[config.mk]
export PLATFORM = sky130hd
export DESIGN_NAME = ram_stream_reader
export DESIGN_NICKNAME = d
export VERILOG_FILES = /design/src/rtl/ram_stream_reader.sv
export SDC_FILE = /design/constraint.sdc
export NUM_CORES = 1
export LEC_CHECK = 0
export BUFFER_PORTS_ARGS = -buffer_cell sky130_fd_sc_hd__buf_4
export CORE_MARGIN = 2
export CORE_UTILIZATION = 35
export CTS_CLUSTER_SIZE = 28
export DETAILED_ROUTE_END_ITERATION = 8
export HOLD_SLACK_MARGIN = 0.08
export SLEW_MARGIN = 20
export SYNTH_ARGS = -nofsm -noshare
export SYNTH_HDL_FRONTEND = slang
export SYNTH_SLANG_ARGS = --single-unit
[constraint.sdc]
create_clock -name clk -period 6.4 [get_ports clk]
set_clock_uncertainty 0.15 [all_clocks]
set_input_delay 0.64 -clock clk [delete_from_list [all_inputs] [get_ports clk]]
set_output_delay 0.64 -clock clk [all_outputs]
set_load 0.005 [all_outputs]
[src/rtl/ram_stream_reader.sv]
// rtl/ram_stream_reader.sv - paced sequential SPRAM reader feeding a valid/ready word stream through a small FIFO
// Optional feature macro: RAM_STREAM_READER_CHECKSUM_EN (adds a 16-bit wrapping checksum output)
module ram_stream_reader #(
  parameter int FIFO_DEPTH = 4,
  parameter int LEN_W      = 16
) (
  input  logic             clk,
  input  logic             reset,
  input  logic             start,
  input  logic [31:0]      base_addr,
  input  logic [LEN_W-1:0] num_words,
  output logic             busy,
  output logic             done,
  output logic [31:0]      mem_addr,
  output logic             mem_rd_en,
  output logic             mem_wr_en,
  input  logic [15:0]      mem_data_read,
  input  logic             mem_data_read_valid,
  output logic [15:0]      out_data,
  output logic             out_valid,
  input  logic             out_ready
`ifdef RAM_STREAM_READER_CHECKSUM_EN
  ,
  output logic [15:0]      checksum
`endif
);

  localparam int PTR_W = (FIFO_DEPTH > 1) ? $clog2(FIFO_DEPTH) : 1;
  localparam int CNT_W = PTR_W + 1;

  typedef enum logic [1:0] {
    S_IDLE,
    S_ISSUE,
    S_WAIT,
    S_DRAIN
  } state_t;

  state_t           r_state;
  logic             r_stall;
  logic [31:0]      r_addr_q;
  logic [LEN_W-1:0] r_remaining;
  logic             r_busy;
  logic             r_done;
  logic             r_rd_en;

  logic [15:0]      r_mem [FIFO_DEPTH];
  logic [PTR_W-1:0] r_wr_ptr;
  logic [PTR_W-1:0] r_rd_ptr;
  logic [CNT_W-1:0] r_count;

  logic             w_push;
  logic             w_pop;
  logic             w_empty;
  logic [CNT_W-1:0] w_count_next;
  logic             w_will_be_full;
  logic             w_unused_base_bit0;

  // The byte-address LSB is forced to zero, so that input bit never reaches logic.
  assign w_unused_base_bit0 = base_addr[0];

  // Only a response to our own outstanding read (WAIT, not stalled) is captured.
  assign w_empty        = (r_count == '0);
  assign w_push         = (r_state == S_WAIT) && !r_stall && mem_data_read_valid;
  assign w_pop          = !w_empty && out_ready;
  assign w_count_next   = r_count + {{(CNT_W-1){1'b0}}, w_push} - {{(CNT_W-1){1'b0}}, w_pop};
  assign w_will_be_full = (w_count_next == CNT_W'(FIFO_DEPTH));

  assign busy      = r_busy;
  assign done      = r_done;
  assign mem_addr  = r_addr_q;
  assign mem_rd_en = r_rd_en;
  assign mem_wr_en = 1'b0;
  assign out_valid = !w_empty;
  assign out_data  = w_empty ? 16'h0000 : r_mem[r_rd_ptr];

  // Read-sequencing FSM; rd_en is registered together with entry into ISSUE so it is a one-cycle pulse.
  always_ff @(posedge clk) begin
    if (reset) begin
      r_state     <= S_IDLE;
      r_stall     <= 1'b0;
      r_addr_q    <= 32'h0000_0000;
      r_remaining <= '0;
      r_busy      <= 1'b0;
      r_done      <= 1'b0;
      r_rd_en     <= 1'b0;
    end else begin
      r_done  <= 1'b0;
      r_rd_en <= 1'b0;
      case (r_state)
        S_IDLE: begin
          if (start) begin
            r_addr_q    <= {base_addr[31:1], 1'b0};
            r_remaining <= num_words;
            r_busy      <= 1'b1;
            if (num_words != '0) begin
              r_state <= S_ISSUE;
              r_rd_en <= 1'b1;
            end else begin
              r_state <= S_DRAIN;
            end
          end
        end
        S_ISSUE: begin
          r_state <= S_WAIT;
          r_stall <= 1'b0;
        end
        S_WAIT: begin
          if (r_stall) begin
            // FIFO was full after the last push; any pop frees the entry the next read needs.
            if (w_pop) begin
              r_stall <= 1'b0;
              r_state <= S_ISSUE;
              r_rd_en <= 1'b1;
            end
          end else if (mem_data_read_valid) begin
            r_addr_q    <= r_addr_q + 32'd2;
            r_remaining <= r_remaining - LEN_W'(1);
            if (r_remaining == LEN_W'(1)) begin
              r_state <= S_DRAIN;
            end else if (!w_will_be_full) begin
              r_state <= S_ISSUE;
              r_rd_en <= 1'b1;
            end else begin
              r_stall <= 1'b1;
            end
          end
        end
        S_DRAIN: begin
          if (w_empty) begin
            r_done  <= 1'b1;
            r_busy  <= 1'b0;
            r_state <= S_IDLE;
          end
        end
        default: r_state <= S_IDLE;
      endcase
    end
  end

  // FIFO pointers and occupancy; push and pop on a full FIFO leave the count unchanged.
  always_ff @(posedge clk) begin
    if (reset) begin
      r_wr_ptr <= '0;
      r_rd_ptr <= '0;
      r_count  <= '0;
    end else begin
      if (w_push) r_wr_ptr <= r_wr_ptr + PTR_W'(1);
      if (w_pop)  r_rd_ptr <= r_rd_ptr + PTR_W'(1);
      r_count <= w_count_next;
    end
  end

  // FIFO storage; contents need no reset because occupancy gates every read.
  always_ff @(posedge clk) begin
    if (w_push) r_mem[r_wr_ptr] <= mem_data_read;
  end

`ifdef RAM_STREAM_READER_CHECKSUM_EN
  logic [15:0] r_checksum;

  assign checksum = r_checksum;

  // Running wrapping sum of every captured word, restarted by each accepted request.
  always_ff @(posedge clk) begin
    if (reset) begin
      r_checksum <= 16'h0000;
    end else if ((r_state == S_IDLE) && start) begin
      r_checksum <= 16'h0000;
    end else if (w_push) begin
      r_checksum <= r_checksum + mem_data_read;
    end
  end
`endif

endmodule
==> metrics.txt <==
initial antenna violation count=0; remaining global-route overflow=0; Inserted Clock Buffers=17; critical-path cell list=inv_1 > ha_2 > buf_4 > clkinv_1 > nor3b_2 > xnor2_1 > ha_1 > inv_1 > fa_1 > xor3_1 > and3_1 > o21a_1 > o41ai_1 > a221oi_1; # rows=49; crit path launch type=flip-flop; wire per inst=16.7 um; CP Max Fanout=74; I/O pin total=122; Slew HR=0.412; crit-path max cell delay=580 ps; Clock power frac=0.264; Tot GR Track Use=0.167; logic gate share of total power=0.392; CP max stage cell=buf_4; Seq cells post-synth=126; Final Worst Setup Slack=2320 ps; Pwr Total=3.59 mW; Cells after Synth=615; min cycle time layout=4080 ps; area share of the largest cell type after synthesis=0.305; DRC Markers=0; GP Congestion=0.841; # H-tree levels=4; pin count of the biggest net entering global routing=75; crit end category=flip-flop; worst reg-to-reg path cell count=14; ys async rst share=0; sequential share of power=0.344; share of post-route cells with drive strength above 1=0.257; ranking of synthesized cells by area=edfxtp_1, dfxtp_1, mux4_2; Max VDD drop=200 uV; Synth Flop Type=edfxtp_1; switching part of the total=0.371; worst hold margin=277 ps; post-route insts no fill=956; Commonest cells post-synth=edfxtp_1, dfxtp_1, a21oi_1, nor2_1, nand2_1; Pre-antenna DRT Iters=5; # resized after CTS=0; CP Class=flip-flop to flip-flop; post-route ant nets=0; CTS tree=yes; n_diodes=0; first-pass GRT wire length=25,800 um; fin crit share=0.637; postcts setup bufs=0; Hold Path Stages=1; Worst Path Arrival=4180 ps; total wire length=16,000 um; cell leakage power=2.87 nW; cell with the most instances after synthesis=edfxtp_1; Netlist cell types=63; RSZ-0062 raised after global routing=false; initial core utilization=0.354; vias per inst=5.50; max cap viols=0; Detail Placement HPWL=10,700 um; Tightest Pin Transition=882 ps; Hold/Removal Path Class=input pin to flip-flop; Hold-fix buffers, CTS=0; P_int=2.26 mW; cell mode on critical path=inv_1; clock sinks=126; Psw=1.33 mW; dpl cells=925; Clock Tree Buf Depth=2; Core Region=0.0178 mm2; Post-synth EDFFs=64; power density cells=453 mW/mm2; nets@finish=796; clk root buf=clkbuf_16; routed vias=5,258; CP required=6500 ps; number of global-route vias before repair=5,108; TNS Setup=0 ps; clk_lat worst skew=410 ps; synth warn=0; mean cell area of the mapped netlist=10.2 um2; Post-Syn Area=0.00629 mm2; Die ar.=0.0191 mm2; 1st-iter DRT viols=335; Post-Place Setup Slack=2320 ps; PortBufs=118; Final Hold Viols=0; P&R area growth vs syn=25.9%; clock-pin slew on the worst setup and hold paths=60 ps; endpoints failing setup=0; register area share after synthesis=0.503; Die H=138 um; post-synth top area cell=edfxtp_1; max-slew violations=0; die width=138 um; status=finished, final reports clean; Max Fclk=245 MHz
-- worst max-delay path: cells and delay by family (launching register included) --
family	cells	cell delay (ps)
buffers and inverters	4	980
adders and majority gates	3	730
and+or+nand+nor	2	710
AOI/OAI and AO/OA	3	630
xor gates and xnor gates	2	400
DFF	1	310
-- metal layers --
metal / global-route usage / share of wire
met5: 0 / 0
met4: 0.0451 / 0.011
met3: 0.0523 / 0.069
met2: 0.271 / 0.48
met1: 0.218 / 0.44
-- final timing paths --
check | from | to | slack (ps)
max | r_state[0] | r_state[1] | 2320
min | mem_data_read[13] | r_mem[3][13] | 280
max reg2reg | r_state[0] | r_state[1] | 2320
min reg2reg | r_remaining[3] | r_remaining[3] | 360
-- area by class of cell --
class                           count  area (um2)
Clock inverter                     14         159
Multi-Input combinational cell    430        2900
Tap cell                          229         287
Sequential cell                   126        3160
Inverter                           16        60.1
Fill cell                        1644        9860
Timing Repair Buffer              124         931
Clock buffer                       17         425
-- cells in the final DEF, fill, tap and decap left out, types with 5 or more instances in the layout --
| master | Yosys | final |
|---|---|---|
| buf_4 | 2 | 124 |
| edfxtp_1 | 64 | 64 |
| dfxtp_1 | 62 | 62 |
| nor2_1 | 46 | 46 |
| a21oi_1 | 46 | 46 |
| nand2_1 | 42 | 42 |
| o21ai_0 | 31 | 31 |
| nor3_1 | 24 | 24 |
| and2_1 | 21 | 21 |
| nand3_1 | 20 | 20 |
| clkbuf_16 | 0 | 17 |
| mux4_2 | 16 | 16 |
| inv_1 | 16 | 15 |
| nor4_1 | 15 | 15 |
| nor2b_1 | 13 | 13 |
| a211oi_1 | 11 | 11 |
| ha_1 | 11 | 10 |
| and3_1 | 9 | 9 |
| o22ai_1 | 9 | 9 |
| o31ai_1 | 7 | 7 |
| nand4_1 | 7 | 7 |
| nand2b_1 | 6 | 6 |
| a21o_1 | 6 | 6 |
| a31oi_1 | 6 | 6 |
| mux2i_1 | 5 | 5 |
| or4_1 | 5 | 5 |
-- power groups by stage --
stage | clock [mW] | combinational [mW] | sequential, mW
after floorplan | 0 | 0.962 | 1.18
after global placement | 0 | 1.37 | 1.23
after detailed placement | 0 | 1.41 | 1.24
after CTS | 0.968 | 1.42 | 1.23
after global routing | 1.01 | 1.57 | 1.26
final | 0.948 | 1.41 | 1.23
-- cells by family after synthesis --
family | count (synthesis) | share of synthesized area
and+or+nand+nor | 234 | 0.199
AOI/OAI and AO/OA | 153 | 0.154
DFF | 126 | 0.503
buffers and inverters | 60 | 0.0384
muxes | 24 | 0.0706
adders and majority gates | 12 | 0.0250
xor gates and xnor gates | 5 | 0.00934
other | 1 | 0.000596
-- registers in the layout (all words and copies together) (netlist names), named ones only --
signal and cells:
r_mem 64, mem_addr 31, r_remaining 16, r_count 3, r_rd_ptr 2, r_state 2, r_wr_ptr 2, busy 1
done 1, mem_rd_en 1, r_stall 1
-- through the flow --
step,instance area [um2],util
floorplan,6300,-
global placement,7340,0.413
detailed placement,7340,0.413
CTS,7920,0.446
global route,7920,0.446
finish,7920,0.446
Note: power is estimated with default switching activity, not from simulation.
